===== config.mk =====
export PLATFORM = sky130hd
export DESIGN_NAME = rtc_core
export DESIGN_NICKNAME = d
export VERILOG_FILES = /design/src/rtl/rtc_pkg.sv /design/src/rtl/rtc_tick_gen.sv /design/src/rtl/rtc_core.sv
export SDC_FILE = /design/constraint.sdc
export NUM_CORES = 1
export LEC_CHECK = 0
export ABC_AREA = 1
export CAP_MARGIN = 10
export CORE_UTILIZATION = 53
export DETAILED_ROUTE_END_ITERATION = 12
export PLACE_DENSITY = 0.86
export SYNTH_ARGS = -nofsm -noshare
export SYNTH_HDL_FRONTEND = slang
export SYNTH_SLANG_ARGS = --single-unit

===== constraint.sdc =====
create_clock -name clk -period 2.15 [get_ports clk]
set_input_delay 0.43 -clock clk [delete_from_list [all_inputs] [get_ports clk]]
set_output_delay 0.43 -clock clk [all_outputs]
set_load 0.005 [all_outputs]

===== src/rtl/rtc_pkg.sv =====
// Shared widths, field limits and the time record for the real-time clock core.
package rtc_pkg;
  localparam int TIME_W = 6;
  localparam logic [TIME_W-1:0] HOUR_MAX = 6'd23;
  localparam logic [TIME_W-1:0] MIN_MAX  = 6'd59;
  localparam logic [TIME_W-1:0] SEC_MAX  = 6'd59;
  localparam logic [TIME_W-1:0] HOUR_12  = 6'd12;

  typedef struct packed {
    logic [TIME_W-1:0] hour;
    logic [TIME_W-1:0] minute;
    logic [TIME_W-1:0] second;
  } rtc_time_t;

  // One-second advance with carries through minute and hour.
  function automatic rtc_time_t time_inc(input rtc_time_t t);
    rtc_time_t n;
    n = t;
    if (t.second == SEC_MAX) begin
      n.second = '0;
      if (t.minute == MIN_MAX) begin
        n.minute = '0;
        n.hour   = (t.hour == HOUR_MAX) ? '0 : t.hour + 1'b1;
      end else begin
        n.minute = t.minute + 1'b1;
      end
    end else begin
      n.second = t.second + 1'b1;
    end
    return n;
  endfunction
endpackage


===== src/rtl/rtc_tick_gen.sv =====
// Prescaler producing a one-cycle tick every CLK_FREQ_HZ running cycles.
module rtc_tick_gen
  import rtc_pkg::*;
#(
  parameter int CLK_FREQ_HZ = 50_000_000,
  parameter int PRE_W       = 26
) (
  input  logic clk,
  input  logic rst,
  input  logic run,
  input  logic clr,
  output logic tick
);
  localparam logic [PRE_W-1:0] TC = PRE_W'(CLK_FREQ_HZ - 1);

  logic [PRE_W-1:0] pre_q, pre_d;

  // Pausing holds the count so a resumed period finishes where it left off.
  always_comb begin
    pre_d = pre_q;
    if (clr)      pre_d = '0;
    else if (run) pre_d = (pre_q == TC) ? '0 : pre_q + 1'b1;
  end

  always_ff @(posedge clk or negedge rst) begin
    if (!rst) pre_q <= '0;
    else      pre_q <= pre_d;
  end

  assign tick = run && (pre_q == TC);
endmodule


===== src/rtl/rtc_core.sv =====
// HH:MM:SS real-time clock with validated load, 12/24h display mapping and alarm.
module rtc_core
  import rtc_pkg::*;
#(
  parameter int CLK_FREQ_HZ = 50_000_000,
  parameter int PRE_W       = 26,
  parameter int INIT_HOUR   = 23,
  parameter int INIT_MIN    = 59,
  parameter int INIT_SEC    = 50
) (
  input  logic              clk,
  input  logic              rst,
  input  logic              run,
  input  logic              set_load,
  input  logic [TIME_W-1:0] set_hour,
  input  logic [TIME_W-1:0] set_min,
  input  logic [TIME_W-1:0] set_sec,
  input  logic              mode_12h,
  input  logic              alarm_en,
  input  logic [TIME_W-1:0] alarm_hour,
  input  logic [TIME_W-1:0] alarm_min,
  input  logic [TIME_W-1:0] alarm_sec,
  output logic [TIME_W-1:0] hour,
  output logic [TIME_W-1:0] minute,
  output logic [TIME_W-1:0] second,
  output logic [TIME_W-1:0] disp_hour,
  output logic              pm,
  output logic              sec_tick,
  output logic              day_tick,
  output logic              set_err,
  output logic              alarm_hit
);
  localparam rtc_time_t INIT_T = '{hour:   TIME_W'(INIT_HOUR),
                                   minute: TIME_W'(INIT_MIN),
                                   second: TIME_W'(INIT_SEC)};
  localparam rtc_time_t LAST_T = '{hour: HOUR_MAX, minute: MIN_MAX, second: SEC_MAX};

  rtc_time_t tm_q, tm_d;
  logic sec_tick_q, sec_tick_d, day_tick_q, day_tick_d;
  logic set_err_q, set_err_d, alarm_hit_q, alarm_hit_d;
  logic match_q, match_d;
  logic tick, load_ok;

  assign load_ok = set_load && (set_hour <= HOUR_MAX) &&
                   (set_min <= MIN_MAX) && (set_sec <= SEC_MAX);

  rtc_tick_gen #(.CLK_FREQ_HZ(CLK_FREQ_HZ), .PRE_W(PRE_W)) u_tick (
    .clk  (clk),
    .rst  (rst),
    .run  (run),
    .clr  (load_ok),
    .tick (tick)
  );

  // A valid load overrides a coincident tick; that tick is dropped.
  always_comb begin
    tm_d        = tm_q;
    sec_tick_d  = 1'b0;
    day_tick_d  = 1'b0;
    set_err_d   = set_load && !load_ok;
    if (load_ok) begin
      tm_d = '{hour: set_hour, minute: set_min, second: set_sec};
    end else if (tick) begin
      tm_d       = time_inc(tm_q);
      sec_tick_d = 1'b1;
      day_tick_d = (tm_q == LAST_T);
    end
    match_d     = (tm_q == {alarm_hour, alarm_min, alarm_sec});
    alarm_hit_d = alarm_en && match_d && !match_q;
  end

  // match_q resets high so a power-up time equal to the alarm does not fire.
  always_ff @(posedge clk or negedge rst) begin
    if (!rst) begin
      tm_q        <= INIT_T;
      sec_tick_q  <= 1'b0;
      day_tick_q  <= 1'b0;
      set_err_q   <= 1'b0;
      alarm_hit_q <= 1'b0;
      match_q     <= 1'b1;
    end else begin
      tm_q        <= tm_d;
      sec_tick_q  <= sec_tick_d;
      day_tick_q  <= day_tick_d;
      set_err_q   <= set_err_d;
      alarm_hit_q <= alarm_hit_d;
      match_q     <= match_d;
    end
  end

  assign hour      = tm_q.hour;
  assign minute    = tm_q.minute;
  assign second    = tm_q.second;
  assign sec_tick  = sec_tick_q;
  assign day_tick  = day_tick_q;
  assign set_err   = set_err_q;
  assign alarm_hit = alarm_hit_q;
  assign pm        = (tm_q.hour >= HOUR_12);

  always_comb begin
    disp_hour = tm_q.hour;
    if (mode_12h) begin
      if (tm_q.hour == '0)          disp_hour = HOUR_12;
      else if (tm_q.hour > HOUR_12) disp_hour = tm_q.hour - HOUR_12;
    end
  end
endmodule


[After elaboration in Yosys (flattened, before gate mapping)]
Cells that the tools add are included.
Word-level totals
  register bits after elaboration: 49
  word-level logic and storage cells: 58
  input port bits: 42
Cells by class
  muxes and demuxes: 17
  $lt $le $gt $ge: 5
  add/subtract/negate cells: 5
  eq/ne operators: 6
  reduce and logical (&&, ||, !) cells: 16
Operators with widths (count)
  $mux 26: 3
  $mux 6: 7
  $mux 18: 2
  $add 26x1->26 const B: 1
  $eq 26x26->1 const B: 1
  $add 6x1->6 const B: 3
  $eq 18x17->1 const B: 1
  $eq 18x18->1: 1
  $eq 6x6->1 const B: 2
  $le 6x6->1 const B: 2
  $mux 12: 1
  $reduce_bool 2->1: 4
  $logic_and 1x1->1: 7
  $eq 6x5->1 const B: 1
  $ge 6x4->1 const B: 1
  $gt 6x4->1 const B: 1
  $le 6x5->1 const B: 1
  $logic_not 6->1: 1
  $sub 6x4->6 const B: 1
  $mux 1: 4
  $reduce_and 3->1: 1
  $logic_not 1->1: 2
  $reduce_and 2->1: 1

[Logic depth before layout (Yosys ltp)]
Gate-level depths: netlist of run 1.
  depth in word-level cells: 6
  depth in mapped cells: 10
  gate-level depth less buffers: 10

[By module]
From an unflattened synthesis of run 1, not the netlist that was laid out.
Second synthesis, totals
  cell total of the unflattened synthesis: 539
  area, all modules: 3579.7 um^2
Modules (own cells, without submodules)
  rtc_core: area an instance 1891.8 um^2, sequential area each 591.8 um^2, cells an instance 293, instances 1
  rtc_tick_gen: area an instance 1687.9 um^2, sequential area each 650.6 um^2, cells an instance 246, instances 1

[Least setup slack after synthesis of run 1]
No wires, ideal clock.
  path kind: reg2out
  from: register tm_q, in the netlist hour[2]
  to: output disp_hour[3]
  slack: 0.417 ns
  data arrival time: 1.303 ns
  required time: 1.720 ns
  stages on the path, launching flop included: 6
  buffers on the path: 1
  cell sequence: dfstp_2 clkbuf_1 inv_1 ha_1 nand2_1 o211ai_1
Between the ends
  cells in the longest elaborated chain, start to end: 4
Ends and longest elaborated chain
  start, declared: line rtc_core.sv:38  | rtc_time_t tm_q, tm_d;
  start signal, assigned: line rtc_core.sv:82  | tm_q <= tm_d;
  $sub 6x4->6 or $gt 6x4->1 (tied branches): line rtc_core.sv:104  | else if (tm_q.hour > HOUR_12) disp_hour = tm_q.hour - HOUR_12;
  $mux 6: line rtc_core.sv:104
  $mux 6 *: line rtc_core.sv:103  | if (tm_q.hour == '0) disp_hour = HOUR_12;
  $mux 6 *: line rtc_core.sv:102  | if (mode_12h) begin
  end, declared: line rtc_core.sv:26  | output logic [TIME_W-1:0] disp_hour,
Mark *: on every way between the ends. The rest lies on a longest branch, timed or not.

[Worst setup path after layout of run 1]
Same ends and word-level chain as after synthesis.

==> results of run 1 <==
-- Yosys cell counts (all sizes together) --
library cell  instances
inv                  65
o31ai                 1
and2                  1
nor3                  4
xnor2                 9
nand4                17
xor2                 19
o21bai                2
nand2               206
or2                   3
o21ai                25
a21oi                 7
dfstp                13
nand3b                2
a31oi                 1
o211ai                1
ha                    8
dfrtp                36
o22ai                 1
nand3                65
nor2                 70
buf                  10
clkbuf                2
-- what timing repair did --
action                     CTS  global route
pin swaps                    2             3
hold buffers                 0             0
setup endpoints to repair    7             8
buffers inserted             3             0
resized for setup           18            14
-- area by class of cell --
| cell class | instances | share of cell area [%] |
|---|---|---|
| clock buffers | 5 | 1.42 |
| clock inverters | 3 | 0.955 |
| inverters | 65 | 5.03 |
| multi-input cells | 442 | 46.2 |
| flip-flops and latches | 49 | 25.6 |
| well taps | 96 | 2.48 |
| repair buffers | 93 | 18.3 |
-- placed cells by master, fill, tap and decap left out, types with 13 or more instances in the layout --
cell / instances
inv_1: 62
dfrtp_1: 36
nor2_1: 63
buf_4: 18
o21ai_0: 20
nand3_1: 61
xor2_1: 19
clkdlybuf4s50_1: 61
nand2_1: 196
dfstp_2: 13
nand4_1: 15
-- routing by layer --
metal | up-vias | GRT usage, % | wire (um)
li1 | 1973 | - | -
met1 | 1902 | 40.9 | 4600
met2 | 193 | 47.2 | 5000
met3 | 27 | 4.00 | 733
met4 | 0 | 8.18 | 261
met5 | - | 0 | 0
-- critical path, delay by kind of cell (launching register included) --
kind	cells	cell delay, ps
adders and majority gates	1	180
and+or+nand+nor	1	160
buffers and inverters	4	440
AOI/OAI and AO/OA	1	80
DFF	1	560
-- through the flow --
stage / std cells / instance area (um2) / hold WS [ps]
after floorplan: 568 / 3780 / 134
after global placement: 742 / 4690 / 406
after detailed placement: 742 / 4690 / 412
after CTS: 753 / 4820 / 73.1
after global routing: 753 / 4850 / 93.8
final: 753 / 4850 / 59.1
-- state kept, by name (all words and copies together) (netlist names) --
name / cells
match_q: 1
set_err: 1
hour: 6
second: 6
day_tick: 1
sec_tick: 1
alarm_hit: 1
u_tick.pre_q: 26
minute: 6
-- worst paths after layout --
path,cells past startpoint,end,start,slack (ps)
setup / recovery,7,disp_hour[3],hour[2],-20
hold / removal,1,u_tick.pre_q[24],rst,60
setup reg to reg,11,u_tick.pre_q[25],u_tick.pre_q[0],290
hold reg to reg,2,minute[1],minute[1],520
max in group asynchronous,2,hour[1],rst,1490
min in group clk,2,minute[1],minute[1],520
-- logic make-up after synthesis --
family	after synthesis	share of synthesized area [%]
AND/OR/NAND/NOR	368	43.7
AO/OA/AOI/OAI	38	5.66
XOR/XNOR	28	6.49
buffers and inverters	77	8.64
adder cells (fa/ha/maj)	8	2.65
flip-flops	49	32.9
-- report_power, final --
part           switching [W]  leakage, nW  internal (W)
Clock               0.000341       0.0543      0.000349
Sequential          0.000205        0.626       0.00112
Combinational       0.000687         1.65      0.000721
Total                0.00123         2.33       0.00219
==> run metrics, run 1 <==
run status=complete, but fails checks; failing checks=negative setup slack; Tot GR Track Use=29.1%; initial antenna violation count=0; synthesized area=between 3000 and 4000 um2; Routed WL per cell=14.1 um; fraction of layout cells with a size suffix above 1=around an eighth; Die H=around 86 um; Die ar.=~7500 um2; Via density=~5.4; CP required=roughly 1700 ps; first-pass GRT wire length=between 15000 and 20000 um; fmax=between 0.4 and 0.5 GHz; Worst setup SP type=flip-flop; Final WS setup=-15.2 ps; Final Core Density=a little under three quarters; largest net degree at the start of global routing=31; top-area cell type share of the netlist area=23.8%; Post-Route WL=10600 um; fillers=563; starting density of the core=55.3%; Setup CP Type=flip-flop to output port; clk_lat worst skew=slightly above 300 ps; Tcrit/Tclk final=101%; number of I/O pins=between 70 and 80; htree depth=2; CP Cell Sequence=buf_6, inv_1, ha_2, nand4_1, buf_4, o211ai_1, buf_2; synthesized area per cell=6.65 um2; Seq/Total Area, Yosys=32.9%; Reg area=roughly 1200 um2; Root Buffer=clkbuf_8; GP Congestion=between 0.9 and 1; hpwl dp=7960 um; Slew HR=roughly two thirds; Num CTS Buffers=5; hold crit path type=input port to async pin; number of DRC markers in iteration 0=around 400; Synth warnings=0; # rows=30; critical path capture point type=output port; Sink Count=49; maxcap violations=0; minimum clock period=2170 ps; ant diodes=0; largest area contributor in the netlist=dfrtp_1; slowest cell on the critical path=dfstp_2; post-place setup slack=-116 ps; vias in the first global route=approximately 3700; worst clock skew=~15 ps; Max VDD drop=a little under 0.0005 V; critical-path maximum fanout=3; Synth area leaders=dfrtp_1 (24%), nand2_1 (20%), dfstp_2 (9.0%); Max Slew Vio Count=0; PD cells=just over 700 nW/um2; vias=approximately 4100; nets=a little over 700; setup violators final=1; Reg clk slew, reported paths=~100 ps; remaining antenna violation count=0; number of port buffers=70; flops & latches, synth=49; drc violations=0; Pwr Total=0.00342 W; clock tree from TritonCTS=built; RSZ-0062 raised after global routing=true; Die X=around 86 um; worst-case clock buffer depth=2; syn_nets=between 600 and 700; Worst path max stage delay=approximately 560 ps; Layout area overhead=28.3%; post-synth cell types=34; final setup TNS=-15.2 ps; final hold violations=0; drt pass-1 iters=6; arrival time worst endpoint=approximately 1700 ps; cells after synthesis=approximately 570; static leakage=2.33 nW; gr ovfl total=0; multi-input logic area=around 2200 um2; Least-Margin Pin Slew=roughly 490 ps; CORE AREA=6830 um2
Note: power is estimated with default switching activity, not from simulation.
==> run 2: changes to the inputs <==
--- a/config.mk
+++ b/config.mk
@@ -7,6 +7,8 @@
 export LEC_CHECK = 0
 export ABC_AREA = 1
 export CAP_MARGIN = 10
+export CORE_ASPECT_RATIO = 1.5
+export CORE_MARGIN = 2
 export CORE_UTILIZATION = 53
 export DETAILED_ROUTE_END_ITERATION = 12
 export PLACE_DENSITY = 0.86
==> run metrics, run 2 (synthesis gave the netlist of run 1 again) <==
number of DRC markers in iteration 0=approximately 360; Worst Setup SP=hour[0]; hold crit path type=input port to async pin; max reg flops=26; hpwl dp=8170 um; Via density=5.52; commonest non-fill, non-tap cell in the layout=nand2_1; final hold violations=0; setup violators final=0; drc violations=0; Sink Count=49; Slew HR=58.2%; run status=finished clean; fillers=between 500 and 600; first-pass GRT wire length=about 18000 um; Worst setup SP type=flip-flop; # rows=37; worst reg2reg path depth=6; final setup TNS=0 ps; minimum clock period=2060 ps; Top reg by flops=u_tick.pre_q; Tcrit/Tclk final=a little over nine tenths; number of I/O pins=about 70; R2R Path Start=second[1]; largest net degree at the start of global routing=50; slowest cell on the critical path=dfstp_2; Die H=107 um; Least-Margin Pin Slew=approximately 630 ps; Tot GR Track Use=28.6%; GP Congestion=0.933; worst-case clock buffer depth=2; htree depth=2; # hold bufs at CTS=0; Setup CP Type=flip-flop to output port; static leakage=around 2.3 nW; arrival time worst endpoint=~1600 ps; maxcap violations=0; most frequent cells in the layout=nand2_1 (196), nor2_1 (62), clkdlybuf4s50_1 (62), nand3_1 (61), inv_1 (59); drt pass-1 iters=5; number of port buffers=70; vias in the first global route=between 4000 and 5000; worst clock skew=approximately 7.4 ps; Max VDD drop=approximately 0.00048 V; Reg clk slew, reported paths=~90 ps; Layout area overhead=25.9%; critical-path maximum fanout=3; vias=~4000; Worst path max stage delay=approximately 550 ps; initial antenna violation count=0; Root Buffer=clkbuf_8; Final WS setup=86.5 ps; PD cells=685 nW/um2; critical path capture point type=output port; ant diodes=0; CP most frequent cell=inv_2; clock tree from TritonCTS=built; Die X=72.9 um; Pwr Total=about 0.0033 W; starting density of the core=between 50% and 60%; clk_lat worst skew=approximately 320 ps; CORE AREA=roughly 6900 um2; Max Slew Vio Count=0; CP required=between 1500 and 2000 ps; post-place setup slack=-121 ps; fmax=just under 0.5 GHz; fraction of layout cells with a size suffix above 1=about an eighth; Post-Route WL=roughly 11000 um; remaining antenna violation count=0; gr ovfl total=0; Die ar.=about 7800 um2; Routed WL per cell=about 14 um; nets=704; CP Cell Sequence=inv_2, ha_2, o21ai_2, nand2_2, inv_2, nand2_1, o211ai_1, buf_2; Num CTS Buffers=5
run 2: path summary, 6_finish.rpt:
kind | to | slack (ps)
max in group asynchronous | hour[3] | 1500
setup reg to reg | minute[2] | 280
setup / recovery | disp_hour[3] | 90
hold / removal | u_tick.pre_q[9] | 210
hold reg to reg | minute[4] | 500
min in group clk | minute[4] | 500
run 2: where the power goes:
group / total, W / leakage, nW / switching, W / internal (W)
sequential: 0.00132 / 0.625 / 0.000203 / 0.00112
combinational: 0.00137 / 1.62 / 0.000675 / 0.000693
clock: 0.000568 / 0.0374 / 0.000338 / 0.000230
total: 0.00326 / 2.28 / 0.00122 / 0.00204
run 2: worst max-delay path, delay by kind of cell, from the launching register on:
family,cells,cell delay (ps)
buffers and inverters,3,250
flip-flops,1,550
adder cells (fa/ha/maj),1,190
AND/OR/NAND/NOR,2,130
AO/OA/AOI/OAI,2,200
run 2: per-layer routing:
metal | vias up | global-route usage [%] | wire [um]
met4 | 0 | 16.1 | 478
met2 | 158 | 51.4 | 5680
met1 | 1880 | 30.7 | 3870
met3 | 40 | 4.96 | 508
met5 | - | 0 | 0
li1 | 1968 | - | -
run 2: layout make-up:
class,count,area (um2),area share [%]
multi-input cells,442,2230,47.0
flip-flops and latches,49,1240,26.2
repair buffers,91,850,17.9
inverters,65,244,5.13
well taps,78,97.6,2.05
clock buffers,6,72.6,1.53
clock inverters,2,15.0,0.316
run 2: through the flow:
stage | instances | instance area (um2) | utilization (%) | hold WS (ps)
finish | 733 | 4760 | 68.9 | 209
global route | 733 | 4760 | 68.9 | 276
CTS | 734 | 4760 | 69.0 | 234
detailed placement | 723 | 4640 | 67.3 | 491
global placement | 723 | 4640 | 67.3 | 489
floorplan | 568 | 3780 | - | 134
run 2: what timing repair did:
| action | 4_1_cts | 5_1_grt |
|---|---|---|
| buffers inserted | 3 | 0 |
| setup endpoints to repair | 6 | 6 |
| pin swaps | 1 | 5 |
| gates resized for setup | 24 | 14 |
